File: src/rtl/i2c_tx_queue_if.sv
// -----------------------------------------------------------------------------
// i2c_tx_queue_if
//   Bundles the signals of i2c_tx_queue: the upstream push handshake, the
//   command outputs towards i2c_master, the scl/sda bus monitors and the
//   status strobes.
//   Modports:
//     slave  - the queue itself (accepts pushes, drives i2c_master commands)
//     master - the upstream producer / bus environment
//   Signals:
//     wr_valid/wr_ready/wr_addr[6:0]/wr_rw/wr_data[7:0]  push handshake
//     addr2send[6:0]/r_or_w/data2send[7:0]/pulse         command to i2c_master
//     scl_mon/sda_mon                                    bus monitor inputs
//     busy/done/level/err_timeout                        status
//   DEPTH must match the DEPTH of the attached i2c_tx_queue (sizes level).
// -----------------------------------------------------------------------------
interface i2c_tx_queue_if #(
  parameter int DEPTH = 4
);
  logic                     wr_valid;
  logic                     wr_ready;
  logic [6:0]               wr_addr;
  logic                     wr_rw;
  logic [7:0]               wr_data;
  logic [6:0]               addr2send;
  logic                     r_or_w;
  logic [7:0]               data2send;
  logic                     pulse;
  logic                     scl_mon;
  logic                     sda_mon;
  logic                     busy;
  logic                     done;
  logic [$clog2(DEPTH):0]   level;
  logic                     err_timeout;

  modport slave (
    input  wr_valid, wr_addr, wr_rw, wr_data, scl_mon, sda_mon,
    output wr_ready, addr2send, r_or_w, data2send, pulse,
           busy, done, level, err_timeout
  );

  modport master (
    output wr_valid, wr_addr, wr_rw, wr_data, scl_mon, sda_mon,
    input  wr_ready, addr2send, r_or_w, data2send, pulse,
           busy, done, level, err_timeout
  );
endinterface

File: src/rtl/i2c_tx_queue.sv
// -----------------------------------------------------------------------------
// i2c_tx_queue
//   Upstream command stage for i2c_master. Buffers {addr, r/w, data}
//   transactions in a FIFO and launches them one at a time with a 1-cycle
//   pulse. Since i2c_master has no busy/done output, completion is tracked by
//   watching START/STOP on the bus; the head entry is popped at STOP.
//   A launch only happens after GAP_CYCLES consecutive idle bus samples.
//   Ports:
//     clk    - system clock
//     reset  - asynchronous reset, active-high
//     q      - i2c_tx_queue_if.slave (push handshake, i2c_master command,
//              bus monitors, busy/done/level/err_timeout)
//   Optional feature macro: I2C_TXQ_TIMEOUT_EN
//     When defined, WAIT_START/WAIT_STOP give up after TIMEOUT_CYCLES, drop
//     the head entry and strobe err_timeout. Otherwise they wait forever and
//     err_timeout is tied low.
// -----------------------------------------------------------------------------
module i2c_tx_queue #(
  parameter int DEPTH          = 4,
  parameter int GAP_CYCLES     = 16,
  parameter int TIMEOUT_CYCLES = 4096
) (
  input  logic           clk,
  input  logic           reset,
  i2c_tx_queue_if.slave  q
);

  localparam int AW = $clog2(DEPTH);
  localparam int LW = AW + 1;
  localparam int GW = $clog2(GAP_CYCLES + 1);

  if (DEPTH < 2 || (DEPTH & (DEPTH - 1)) != 0 || GAP_CYCLES < 1 ||
      TIMEOUT_CYCLES < 1) begin : g_bad_param
    $error("i2c_tx_queue: illegal parameter set");
  end

  typedef enum logic [1:0] {
    S_IDLE,
    S_LAUNCH,
    S_WAIT_START,
    S_WAIT_STOP
  } state_t;

  state_t          state_q, state_d;

  // ---------------------------------------------------------------- monitor
  logic            scl_s_q, sda_s_q, sda_p_q;
  logic            start_det, stop_det;
  logic [GW-1:0]   gap_q;
  logic            gap_ok;

  // Monitor registers reset to the idle-bus level so that reset release on an
  // idle bus produces no spurious edge.
  always_ff @(posedge clk or posedge reset) begin
    if (reset) begin
      scl_s_q <= 1'b1;
      sda_s_q <= 1'b1;
      sda_p_q <= 1'b1;
    end else begin
      scl_s_q <= q.scl_mon;
      sda_s_q <= (q.sda_mon === 1'b0) ? 1'b0 : 1'b1;
      sda_p_q <= sda_s_q;
    end
  end

  assign start_det = scl_s_q &  sda_p_q & ~sda_s_q;
  assign stop_det  = scl_s_q & ~sda_p_q &  sda_s_q;

  always_ff @(posedge clk or posedge reset) begin
    if (reset) begin
      gap_q <= '0;
    end else if (!(scl_s_q && sda_s_q)) begin
      gap_q <= '0;
    end else if (gap_q != GW'(GAP_CYCLES)) begin
      gap_q <= gap_q + GW'(1);
    end
  end

  assign gap_ok = (gap_q == GW'(GAP_CYCLES));

  // ------------------------------------------------------------------- FIFO
  logic [15:0]     mem [DEPTH];
  logic [AW-1:0]   wr_ptr_q, rd_ptr_q;
  logic [LW-1:0]   count_q, count_d;
  logic            full, empty, push, pop;
  logic [15:0]     head;

  assign full  = (count_q == LW'(DEPTH));
  assign empty = (count_q == '0);
  assign push  = q.wr_valid & ~full;
  assign head  = mem[rd_ptr_q];

  always_ff @(posedge clk) begin
    if (push) mem[wr_ptr_q] <= {q.wr_addr, q.wr_rw, q.wr_data};
  end

  always_comb begin
    count_d = count_q;
    case ({push, pop})
      2'b10:   count_d = count_q + LW'(1);
      2'b01:   count_d = count_q - LW'(1);
      default: count_d = count_q;
    endcase
  end

  always_ff @(posedge clk or posedge reset) begin
    if (reset) begin
      wr_ptr_q <= '0;
      rd_ptr_q <= '0;
      count_q  <= '0;
    end else begin
      if (push) wr_ptr_q <= wr_ptr_q + AW'(1);
      if (pop)  rd_ptr_q <= rd_ptr_q + AW'(1);
      count_q <= count_d;
    end
  end

  // ---------------------------------------------------------------- timeout
  logic tmo_hit;

`ifdef I2C_TXQ_TIMEOUT_EN
  localparam int TW = $clog2(TIMEOUT_CYCLES + 1);
  logic [TW-1:0] tmo_q;

  // Cleared on every state change, so each wait state gets a fresh budget.
  always_ff @(posedge clk or posedge reset) begin
    if (reset) begin
      tmo_q <= '0;
    end else if (state_d != state_q) begin
      tmo_q <= '0;
    end else if (state_q == S_WAIT_START || state_q == S_WAIT_STOP) begin
      tmo_q <= tmo_q + TW'(1);
    end
  end

  assign tmo_hit = (tmo_q == TW'(TIMEOUT_CYCLES - 1));
`else
  assign tmo_hit = 1'b0;
`endif

  // -------------------------------------------------------------------- FSM
  logic launch, done_c, tmo_c;

  always_comb begin
    state_d = state_q;
    launch  = 1'b0;
    pop     = 1'b0;
    done_c  = 1'b0;
    tmo_c   = 1'b0;
    case (state_q)
      S_IDLE: begin
        if (!empty && gap_ok) begin
          state_d = S_LAUNCH;
          launch  = 1'b1;
        end
      end
      S_LAUNCH: begin
        state_d = S_WAIT_START;
      end
      S_WAIT_START: begin
        if (start_det) begin
          state_d = S_WAIT_STOP;
        end else if (tmo_hit) begin
          state_d = S_IDLE;
          pop     = 1'b1;
          tmo_c   = 1'b1;
        end
      end
      S_WAIT_STOP: begin
        if (stop_det) begin
          state_d = S_IDLE;
          pop     = 1'b1;
          done_c  = 1'b1;
        end else if (tmo_hit) begin
          state_d = S_IDLE;
          pop     = 1'b1;
          tmo_c   = 1'b1;
        end
      end
      default: state_d = S_IDLE;
    endcase
  end

  // Command registers load on the IDLE->LAUNCH transition so that the fields
  // and the pulse are both visible during the LAUNCH cycle.
  logic [6:0] addr_q;
  logic       rw_q;
  logic [7:0] data_q;
  logic       pulse_q;

  always_ff @(posedge clk or posedge reset) begin
    if (reset) begin
      state_q <= S_IDLE;
      addr_q  <= '0;
      rw_q    <= 1'b0;
      data_q  <= '0;
      pulse_q <= 1'b0;
    end else begin
      state_q <= state_d;
      pulse_q <= launch;
      if (launch) begin
        addr_q <= head[15:9];
        rw_q   <= head[8];
        data_q <= head[7:0];
      end
    end
  end

  assign q.wr_ready    = ~full;
  assign q.addr2send   = addr_q;
  assign q.r_or_w      = rw_q;
  assign q.data2send   = data_q;
  assign q.pulse       = pulse_q;
  assign q.busy        = (state_q != S_IDLE);
  assign q.done        = done_c;
  assign q.level       = count_q;
  assign q.err_timeout = tmo_c;

endmodule

File: src/flat_wrapper.sv
// flat-port wrapper written by rule: the top's interface ports become plain ports
module i2c_tx_queue_flat 
#(
  parameter int DEPTH          = 4,
  parameter int GAP_CYCLES     = 16,
  parameter int TIMEOUT_CYCLES = 4096
)
  (clk, reset, q_wr_valid, q_wr_addr, q_wr_rw, q_wr_data, q_scl_mon, q_sda_mon, q_wr_ready, q_addr2send, q_r_or_w, q_data2send, q_pulse, q_busy, q_done, q_level, q_err_timeout);
  i2c_tx_queue_if #(.DEPTH(DEPTH)) q_i ();
  input  logic clk;
  input  logic reset;
  input wire logic [$bits(q_i.wr_valid)-1:0] q_wr_valid;
  input wire logic [$bits(q_i.wr_addr)-1:0] q_wr_addr;
  input wire logic [$bits(q_i.wr_rw)-1:0] q_wr_rw;
  input wire logic [$bits(q_i.wr_data)-1:0] q_wr_data;
  input wire logic [$bits(q_i.scl_mon)-1:0] q_scl_mon;
  input wire logic [$bits(q_i.sda_mon)-1:0] q_sda_mon;
  output wire logic [$bits(q_i.wr_ready)-1:0] q_wr_ready;
  output wire logic [$bits(q_i.addr2send)-1:0] q_addr2send;
  output wire logic [$bits(q_i.r_or_w)-1:0] q_r_or_w;
  output wire logic [$bits(q_i.data2send)-1:0] q_data2send;
  output wire logic [$bits(q_i.pulse)-1:0] q_pulse;
  output wire logic [$bits(q_i.busy)-1:0] q_busy;
  output wire logic [$bits(q_i.done)-1:0] q_done;
  output wire logic [$bits(q_i.level)-1:0] q_level;
  output wire logic [$bits(q_i.err_timeout)-1:0] q_err_timeout;
  assign q_i.wr_valid = q_wr_valid;
  assign q_i.wr_addr = q_wr_addr;
  assign q_i.wr_rw = q_wr_rw;
  assign q_i.wr_data = q_wr_data;
  assign q_i.scl_mon = q_scl_mon;
  assign q_i.sda_mon = q_sda_mon;
  assign q_wr_ready = q_i.wr_ready;
  assign q_addr2send = q_i.addr2send;
  assign q_r_or_w = q_i.r_or_w;
  assign q_data2send = q_i.data2send;
  assign q_pulse = q_i.pulse;
  assign q_busy = q_i.busy;
  assign q_done = q_i.done;
  assign q_level = q_i.level;
  assign q_err_timeout = q_i.err_timeout;
  i2c_tx_queue #(.DEPTH(DEPTH), .GAP_CYCLES(GAP_CYCLES), .TIMEOUT_CYCLES(TIMEOUT_CYCLES)) u_core (.clk(clk), .reset(reset), .q(q_i));
endmodule
File: config.mk
export PLATFORM = sky130hd
export DESIGN_NAME = i2c_tx_queue_flat
export DESIGN_NICKNAME = d
export VERILOG_FILES = /design/src/rtl/i2c_tx_queue_if.sv /design/src/rtl/i2c_tx_queue.sv /design/src/flat_wrapper.sv
export SDC_FILE = /design/constraint.sdc
export NUM_CORES = 1
export LEC_CHECK = 0
export CORE_MARGIN = 1
export CORE_UTILIZATION = 56
export DETAILED_ROUTE_END_ITERATION = 16
export DONT_BUFFER_PORTS = 1
export PLACE_DENSITY_LB_ADDON = 0.25
export SYNTH_ARGS = -nofsm -noshare
export SYNTH_HDL_FRONTEND = slang
export SYNTH_SLANG_ARGS = --single-unit
File: constraint.sdc
create_clock -name clk -period 3.2 [get_ports clk]
set_input_delay 0.64 -clock clk [delete_from_list [all_inputs] [get_ports clk]]
set_output_delay 0.64 -clock clk [all_outputs]
set_load 0.01 [all_outputs]
==> impl_metrics.env, run 1 <==
export IMPL_place_area_mm2=0.003980
export IMPL_antenna_found_initial=0
export IMPL_stdcell_count=297
export IMPL_yosys_top_cells_area="edfxtp_1, dfrtp_1, mux4_2, ha_1, mux2_4"
export IMPL_status="finished, final reports clean"
export IMPL_core_rowCount=30
export IMPL_gp_congestion=0.7033
export IMPL_cts_hold_buf=0
export IMPL_layout_drive_gt1_share_pct=26.73
export IMPL_rsz0062_at_grt="false"
export IMPL_drc_errors=0
export IMPL_cp_startpoint="u_core.q.level[0]"
export IMPL_final_min_clock_period_ns=2.266
export IMPL_hold_viol=0
export IMPL_cp_arrival_ns=2.54
export IMPL_htreeDepth=3
export IMPL_ctsResizeCount=0
export IMPL_cp_top_family="simple AND/OR/NAND/NOR gates"
export IMPL_syn_area_mm2=0.003914
export IMPL_post_synth_top_area_cell="edfxtp_1"
export IMPL_grt_pass1_wl_um=9611
export IMPL_grt_usage_pct=18.32
export IMPL_setup_violations=0
export IMPL_n_antenna_cell=0
export IMPL_yosys_warnings=0
export IMPL_core_area_mm2=0.006756
export IMPL_fin_skew_ns=0.007794
export IMPL_synth_cell_types=32
export IMPL_cp_max_fo=6
export IMPL_cp_slowest_stage_delay_ns=0.48
export IMPL_detail_route_antenna_nets=0
export IMPL_synth_edf_count=64
export IMPL_worstMarginPinSlew_ns=0.9654
export IMPL_rr_startpoint="u_core.q.level[0]"
export IMPL_finalMaxSlewViolations=0
export IMPL_start_util_pct=57.93
export IMPL_grt_max_degree=26
export IMPL_ir_drop_mv=0.3590
export IMPL_fin_crit_sh_pct=70.81
export IMPL_ys_seq_elements=98
export IMPL_path_clk_slew_ns=0.09
export IMPL_dieArea_mm2=0.007327
export IMPL_tns_ns=0
export IMPL_fin_nets=245
export IMPL_cp_common_cell="inv_1"
export IMPL_portBuffers=0
export IMPL_postSynthAreaPerCell_um2=19.09
export IMPL_p_per_area_mw_per_mm2=659.0
export IMPL_ys_async_sr_fraction_pct=34.69
export IMPL_p_leak_nw=1.626
export IMPL_synth_top_area_share_pct=49.10
export IMPL_cts_max_path_buffers=2
export IMPL_holdCritStartpoint="q_scl_mon"
export IMPL_yosysSeqAreaShare_pct=70.94
export IMPL_cp_required_ns=3.47
export IMPL_synthTopCellsByCount="edfxtp_1, dfrtp_1, mux4_2"
export IMPL_die_x_um=85.60
export IMPL_cts_root_buffer="clkbuf_8"
export IMPL_cpMaxStageDelayCell="dfrtp_1"
export IMPL_syn2layout_area_growth_pct=7.033
export IMPL_crit_type="reg -> reg"
export IMPL_cap_violations=0
export IMPL_avgRoutedWirePerCell_um=20.00
export IMPL_post_cts_setup_buffers=0
export IMPL_fin_ws_ns=0.9341
export IMPL_via_per_inst=5.690
export IMPL_vias=1690
export IMPL_place_inst=281
export IMPL_grt_overflow_total=0
export IMPL_fmax_ghz=0.4413
export IMPL_place_hpwl_um=3935
export IMPL_worstSkewPairLatency_ns=0.35
export IMPL_synthesis_instances=205
export IMPL_cp_start_kind="flop"
export IMPL_relSlewSlack_pct=35.64
export IMPL_path_cells="inv_1 -> nand3_1 -> and2_1 -> inv_1 -> ha_1 -> inv_1 -> fa_1 -> xor2_1 -> nor2_1 -> xor2_1"
export IMPL_first_pass_iters=4
export IMPL_min_path_type="in -> reg"
export IMPL_dp_slack_ns=0.9234
export IMPL_worst_path_buf_inv=3
export IMPL_die_y_um=85.60
export IMPL_synth_nets=238
export IMPL_numCtsBuffers=9
export IMPL_synth_main_ff_cell="edfxtp_1"
export IMPL_cts_tree="done"
export IMPL_cts_sinks=98
export IMPL_boundaryPins=45
export IMPL_end_kind="flop"
export IMPL_yosysMostFrequentCell="edfxtp_1"
export IMPL_postLayoutCellArea_mm2=0.004189
export IMPL_first_iter_violations=125
export IMPL_routed_wl_um=5941
export IMPL_grt_pass1_vias=1863
registers in the layout (all words and copies together), names as in the netlist, 2 cells and up:
| signal | count |
|---|---|
| u_core.wr_ptr_q | 2 |
| u_core.q.addr2send | 7 |
| u_core.rd_ptr_q | 2 |
| u_core.q.level | 3 |
| u_core.gap_q | 5 |
| u_core.q.data2send | 8 |
| u_core.state_q | 2 |
| u_core.mem | 64 |
layout by cell type, fill, tap and decap left out, drive strengths merged, types with 2 or more instances in the layout:
master and count:
dfrtp 31, edfxtp 64, ha 11, clkbuf 10, nand3 3, xor2 5, nand2 3, xnor2 5
dfstp 3, buf 3, mux2 18, mux2i 2, mux4 16, clkinvlp 2, nor3 2, nor2 7
and3 4, inv 16, nor4bb 2
path summary, 6_finish.rpt:
kind	end	slack, ns	cells past startpoint
hold / removal	u_core.scl_s_q	0.28	0
setup / recovery	u_core.q.level[2]	0.93	10
hold reg to reg	u_core.sda_p_q	0.39	0
min in group asynchronous	u_core.q.pulse	0.38	1
setup reg to reg	u_core.q.level[2]	0.93	10
max in group asynchronous	u_core.q.data2send[6]	2.08	2
worst register-to-register path: stages, from the launching register on:
cell and delay, ns:
dfrtp_1 0.48, inv_1 0.14, nand3_1 0.22, and2_1 0.28
inv_1 0.07, ha_1 0.16, inv_1 0.06, fa_1 0.37
xor2_1 0.15, nor2_1 0.12, xor2_1 0.15
cell families (layout without fill, tap and decap cells):
group	count (synthesis)	count (layout)	share of synthesized area (%)
muxes	36	36	15.76
xor gates and xnor gates	10	10	2.238
and+or+nand+nor	25	25	3.677
other	1	1	0.09582
DFF	98	98	70.94
buffers and inverters	20	32	2.685
AOI/OAI and AO/OA	3	3	0.5752
adders and majority gates	12	12	4.028
metrics by stage:
step                      total power, mW  hold slack, ns  util, %
after floorplan                     1.881          0.3648        -
after global placement              1.956          0.3724    58.91
after detailed placement            1.995          0.3802    58.91
after CTS                           2.796          0.2602    62.00
after global routing                2.887          0.2522    62.00
final                               2.761          0.2808    62.00
cell type report:
cell class | count | area, um2
multi-input combinational | 87 | 1032
fill | 498 | 2567
tap | 80 | 100.1
inverter | 13 | 48.80
timing repair buffer | 3 | 22.52
clock inverter | 6 | 71.32
clock buffer | 10 | 137.6
sequential | 98 | 2776
power breakdown:
part           total (mW)  switching (mW)  internal (mW)
clock network       0.808           0.417          0.391
logic               0.292           0.190          0.102
registers            1.66          0.0882           1.57
metal layers:
metal	GRT usage, %	up-vias	part of all wire, %
li1	-	773	-
met1	22.54	858	40
met2	30.04	45	53
met3	4.620	14	4.6
met4	10.15	0	2.2
met5	0	-	0
No activity file was read; power rests on OpenSTA's default activity.
==> run 2, diff against run 1 <==
Settings changed: ABC_AREA set to 1.
Clock period 3.2 ns to 2.35 ns, I/O delays scaled along.
==> run 2 against run 1 <==
Effect of this change: worst setup slack worse by 0.79 ns; sequential share of layout area down 3.0 points; global-route usage up 2.6 points; area after synthesis up 2.8%; first-iteration DRC count down 45%; via count up 41%; non-clock buffer count up 5; final area up 4.7%; clock power up 57%; clock-buffer cell count unchanged; worst hold slack worse by 0.20 ns; largest cell class unchanged.
==> impl_metrics.env, run 2 <==
export IMPL_synth_compound_area_share_pct=9.263
export IMPL_regMostFlops="u_core.mem"
export IMPL_post_cts_setup_buffers=0
export IMPL_largest_register_ffs=64
export IMPL_p_per_area_mw_per_mm2=716.4
export IMPL_routed_wl_um=7057
export IMPL_tns_ns=0
export IMPL_drc_errors=0
export IMPL_rsz0062_at_grt="false"
export IMPL_final_fill_count=536
export IMPL_cp_common_cell="inv_1"
export IMPL_status="finished, final reports clean"
export IMPL_die_x_um=86.78
export IMPL_synthesis_instances=346
export IMPL_boundaryPins=45
export IMPL_synth_top_family_by_area="simple AND/OR/NAND/NOR gates"
export IMPL_gp_congestion=0.8033
export IMPL_crit_type="reg -> reg"
export IMPL_ctsResizeCount=0
export IMPL_fmax_ghz=0.4538
export IMPL_cp_arrival_ns=2.43
export IMPL_worstSkewPairLatency_ns=0.35
export IMPL_synth_main_ff_cell="edfxtp_1"
export IMPL_avgRoutedWirePerCell_um=15.58
export IMPL_worstMarginPinSlew_ns=0.5618
export IMPL_synth_nets=379
export IMPL_cap_violations=0
export IMPL_synth_xor_area_share_pct=1.523
export IMPL_synth_mux_area_share_pct=0
export IMPL_synth_cell_types=26
export IMPL_core_rowCount=30
export IMPL_cp_max_fo=5
export IMPL_synth_adder_area_share_pct=3.917
export IMPL_ir_drop_mv=0.4060
export IMPL_end_kind="flop"
export IMPL_mostFrequentLayoutCells="edfxtp_1, nor2_1, nand2_1, o21ai_1, o21ai_0"
export IMPL_die_y_um=86.78
export IMPL_start_util_pct=58.60
export IMPL_p_leak_nw=1.768
export IMPL_hold_viol=0
export IMPL_cp_top_family="flip-flops"
export IMPL_yosysMostFrequentCell="edfxtp_1"
export IMPL_cts_root_buffer="clkbuf_8"
export IMPL_dieArea_mm2=0.007531
export IMPL_fin_nets=385
export IMPL_yosysSeqAreaShare_pct=68.98
export IMPL_grt_overflow_total=0
export IMPL_first_pass_iters=4
export IMPL_vias=2382
export IMPL_synthTopCellsByCount="edfxtp_1, nor2_1, nand2_1"
export IMPL_via_per_inst=5.258
export IMPL_min_path_type="in -> async"
export IMPL_relSlewSlack_pct=62.49
export IMPL_yosys_warnings=0
export IMPL_timing_hold_ws_ns=0.08303
export IMPL_post_synth_top_area_cell="edfxtp_1"
export IMPL_syn_area_mm2=0.004025
export IMPL_grt_usage_pct=20.95
export IMPL_cts_max_path_buffers=2
export IMPL_cts_tree="done"
export IMPL_stdcell_count=453
export IMPL_htreeDepth=3
export IMPL_layout_cells_most_common="edfxtp_1"
export IMPL_syn2layout_area_growth_pct=8.984
export IMPL_worst_path_buf_inv=3
export IMPL_final_min_clock_period_ns=2.204
export IMPL_place_inst=437
export IMPL_detail_route_antenna_nets=0
export IMPL_n_antenna_cell=0
export IMPL_grt_pass1_vias=2360
export IMPL_cts_sinks=98
export IMPL_layout_drive_gt1_share_pct=11.20
export IMPL_portBuffers=0
export IMPL_cp_start_kind="flop"
export IMPL_synth_simple_area_share_pct=12.09
export IMPL_ys_seq_elements=98
export IMPL_fin_skew_ns=0.009249
export IMPL_cpMaxStageDelayCell="dfstp_2"
export IMPL_cp_slowest_stage_delay_ns=0.57
export IMPL_numCtsBuffers=9
export IMPL_core_area_mm2=0.006869
export IMPL_fin_crit_sh_pct=93.77
export IMPL_cp_required_ns=2.58
export IMPL_setup_violations=0
export IMPL_grt_max_degree=35
export IMPL_cts_hold_buf=0
export IMPL_path_clk_slew_ns=0.09
export IMPL_first_iter_violations=69
export IMPL_antenna_found_initial=0
export IMPL_synth_edf_count=64
export IMPL_finalMaxSlewViolations=0
export IMPL_path_cells="nand2_1 -> inv_1 -> nand3_2 -> inv_2 -> ha_1 -> inv_1 -> fa_2 -> a21oi_2 -> o21ai_0 -> xor2_1"
export IMPL_place_hpwl_um=4427
export IMPL_ys_async_sr_fraction_pct=34.69
export IMPL_postSynthAreaPerCell_um2=11.63
export IMPL_synth_top_area_share_pct=47.75
export IMPL_yosys_top_cells_area="edfxtp_1, dfrtp_1, nor2_1, o21ai_1, nand2_1"
export IMPL_grt_pass1_wl_um=11400
## run 2: changes by cell type in the layout (fill, tap and decap cells not counted), sizes merged, moves of 7 or more
| cell | before | now |
|---|---|---|
| inv | 16 | 25 |
| mux2 | 18 | 0 |
| mux4 | 16 | 0 |
| nand2 | 3 | 47 |
| nand3 | 3 | 10 |
| nor2 | 7 | 58 |
| o21ai | 1 | 70 |
## run 2: final cells by class
cell class | instances | area, um2 | share of cell area, %
inverter | 25 | 93.84 | 2.139
multi-input combinational | 210 | 1094 | 24.93
clock buffer | 10 | 127.6 | 2.909
timing repair buffer | 8 | 60.06 | 1.369
sequential | 98 | 2776 | 63.29
clock inverter | 6 | 115.1 | 2.624
tap | 96 | 120.1 | 2.738
## run 2: final timing paths
path	depth (start not counted)	slack, ns	endpoint	startpoint
setup / recovery	10	0.15	u_core.q.level[2]	u_core.sda_s_q
hold / removal	2	0.08	u_core.q.data2send[4]	reset
setup reg to reg	10	0.15	u_core.q.level[2]	u_core.sda_s_q
hold reg to reg	0	0.40	u_core.sda_p_q	u_core.sda_s_q
max in group asynchronous	2	1.93	u_core.sda_s_q	reset
min in group clk	0	0.11	u_core.sda_s_q	q_sda_mon
## run 2: worst reg2reg max path, cell delays in order, from the launching register on
cell     delay, ns
dfstp_2       0.57
nand2_1       0.07
inv_1         0.13
nand3_2       0.13
inv_2         0.12
ha_1          0.16
inv_1         0.08
fa_2          0.36
a21oi_2       0.15
o21ai_0       0.15
xor2_1        0.17
## run 2: through the flow
stage          area, um2  power [mW]  worst slack (ns)  utilization (%)
2_1_floorplan       4025       1.903            0.3517                -
3_3_place_gp        4133       1.908            0.2326            60.16
3_5_place_dp        4133       1.909           0.04305            60.16
4_1_cts             4375       3.162           0.02900            63.70
5_1_grt             4387       3.252          0.001987            63.86
6_report            4387       3.143            0.1465            63.86
## run 2: kinds of logic after synthesis
kind of cell,after synthesis
AOI/OAI and AO/OA,74
xor gates and xnor gates,7
adders and majority gates,12
buffers and inverters,38
DFF,98
other,1
and+or+nand+nor,116
## run 2: routing by layer
layer	wire (um)	vias to the layer above	global-route usage, %
li1	-	1174	-
met1	3143	1134	26.39
met2	3331	62	33.00
met3	455	12	6.571
met4	127	0	10.15
met5	0	-	0
## run 2: power breakdown
part / internal [mW] / switching (mW)
clock network: 0.711 / 0.561
logic: 0.00461 / 0.0175
registers: 1.84 / 0.00437
total: 2.56 / 0.582
==> run 3, diff against run 2 <==
Settings changed: CORE_ASPECT_RATIO set to 2.
==> run 3 against run 2 <==
Effect of this change: register-to-register slack about the same; sequential share of layout area down 1.1 points; via count down 0.55%; maximum frequency down 0.36%; worst hold slack better by 0.016 ns; sequential power about the same; final area up 1.7%; critical path depth unchanged; sequential cell count unchanged; worst setup slack worse by 0.0079 ns; clock skew down 0.0060 ns.
==> impl_metrics.env, run 3 (synthesized netlist as in run 2, its figures left out) <==
export IMPL_status="finished, final reports clean"
export IMPL_post_cts_setup_buffers=0
export IMPL_regArea_mm2=0.002776
export IMPL_die_x_um=61.95
export IMPL_htreeDepth=3
export IMPL_grt_overflow_total=0
export IMPL_fmax_ghz=0.4522
export IMPL_final_min_clock_period_ns=2.211
export IMPL_tns_ns=0
export IMPL_antenna_found_initial=0
export IMPL_die_y_um=121.9
export IMPL_power_mw=3.488
export IMPL_min_path_type="in -> async"
export IMPL_gp_congestion=0.7457
export IMPL_cap_violations=0
export IMPL_drc_errors=0
export IMPL_via_per_inst=5.312
export IMPL_grt_pass1_wl_um=11340
export IMPL_vias=2369
export IMPL_finalMaxSlewViolations=0
export IMPL_cp_max_fo=5
export IMPL_p_leak_nw=1.805
export IMPL_timing_hold_ws_ns=0.09903
export IMPL_avgRoutedWirePerCell_um=16.03
export IMPL_stdcell_count=446
export IMPL_cts_root_buffer="clkbuf_16"
export IMPL_first_pass_iters=4
export IMPL_cts_hold_buf=0
export IMPL_dp_slack_ns=0.03498
export IMPL_fin_crit_sh_pct=94.11
export IMPL_cts_tree="done"
export IMPL_rsz0062_at_grt="false"
export IMPL_path_clk_slew_ns=0.06
export IMPL_final_fill_count=521
export IMPL_worst_path_buf_inv=3
export IMPL_largest_register_ffs=64
export IMPL_cp_arrival_ns=2.42
export IMPL_multiInputGateArea_mm2=0.001087
export IMPL_boundaryPins=45
export IMPL_place_hpwl_um=4667
export IMPL_fin_nets=385
export IMPL_path_cells="nand2_1 -> inv_1 -> nand3_2 -> inv_2 -> ha_1 -> inv_1 -> fa_1 -> a21oi_1 -> o21ai_0 -> xor2_1"
export IMPL_crit_type="reg -> reg"
export IMPL_core_area_mm2=0.006940
export IMPL_fin_skew_ns=0.003212
export IMPL_ir_drop_mv=0.6264
export IMPL_regMostFlops="u_core.mem"
export IMPL_postLayoutCoreUtil_pct=64.29
export IMPL_layout_drive_gt1_share_pct=10.39
export IMPL_hold_viol=0
export IMPL_first_iter_violations=154
export IMPL_place_inst=431
export IMPL_syn2layout_area_growth_pct=10.85
export IMPL_grt_pass1_vias=2484
export IMPL_grt_usage_pct=21.49
export IMPL_cts_max_path_buffers=2
export IMPL_numCtsBuffers=9
export IMPL_cp_common_cell="inv_1"
export IMPL_detail_route_antenna_nets=0
export IMPL_postLayoutCellArea_mm2=0.004462
export IMPL_end_kind="flop"
export IMPL_dieArea_mm2=0.007551
export IMPL_setup_violations=0
export IMPL_place_area_mm2=0.004125
export IMPL_n_antenna_cell=0
export IMPL_start_util_pct=58.00
export IMPL_worstSkewPairLatency_ns=0.34
export IMPL_relSlewSlack_pct=60.82
export IMPL_cp_top_family="flip-flops"
export IMPL_cpMaxStageDelayCell="dfstp_2"
export IMPL_mostFrequentLayoutCells="edfxtp_1, nor2_1, nand2_1, o21ai_1, o21ai_0"
export IMPL_p_per_area_mw_per_mm2=781.7
export IMPL_worstMarginPinSlew_ns=0.5869
export IMPL_cts_sinks=98
export IMPL_cp_slowest_stage_delay_ns=0.55
export IMPL_routed_wl_um=7151
export IMPL_cp_required_ns=2.56
export IMPL_cp_start_kind="flop"
export IMPL_fin_ws_ns=0.1385
export IMPL_layout_cells_most_common="edfxtp_1"
export IMPL_core_rowCount=43
export IMPL_grt_max_degree=35
export IMPL_portBuffers=0
[run 3: changes by cell type in the layout (fill, tap and decap cells not counted), sizes merged]
cell / previous run / this run
clkinv: 2 / 1
clkinvlp: 1 / 2
clkbuf: 10 / 9
[run 3: layout make-up]
| class | instances | share of cell area [%] |
|---|---|---|
| Timing Repair Buffer | 8 | 1.346 |
| Inverter | 25 | 2.103 |
| Multi-Input combinational cell | 210 | 24.37 |
| Tap cell | 90 | 2.524 |
| Clock inverter | 6 | 2.384 |
| Sequential cell | 98 | 62.23 |
| Clock buffer | 9 | 5.048 |
[run 3: worst paths after layout]
kind / startpoint / to / slack, ns / cells past startpoint
worst max-delay path: u_core.sda_s_q / u_core.q.level[2] / 0.14 / 10
worst min-delay path: reset / u_core.q.pulse / 0.1 / 2
worst max register to register: u_core.sda_s_q / u_core.q.level[2] / 0.14 / 10
worst min register to register: u_core.sda_s_q / u_core.sda_p_q / 0.39 / 0
max in group asynchronous: reset / u_core.sda_p_q / 1.92 / 2
min in group clk: q_scl_mon / u_core.scl_s_q / 0.13 / 0
[run 3: what timing repair did]
| item | in CTS | in global routing |
|---|---|---|
| resized for setup | 0 | 2 |
| hold endpoints to repair | 0 | 0 |
| setup endpoints to repair | 0 | 1 |
[run 3: where the power goes]
group | total [mW] | switching (mW) | internal [mW]
clock network | 1.61 | 0.588 | 1.03
registers | 1.85 | 0.00411 | 1.85
logic | 0.0216 | 0.0171 | 0.00450
total | 3.49 | 0.609 | 2.88
[run 3: per-layer routing]
metal	part of all wire, %	global-route usage (%)	wire [um]	vias up
met5	0	0	0	-
met4	2.9	11.81	204	0
li1	-	-	-	1176
met1	39	22.76	2786	1133
met3	4.2	4.671	301	13
met2	54	37.30	3859	47
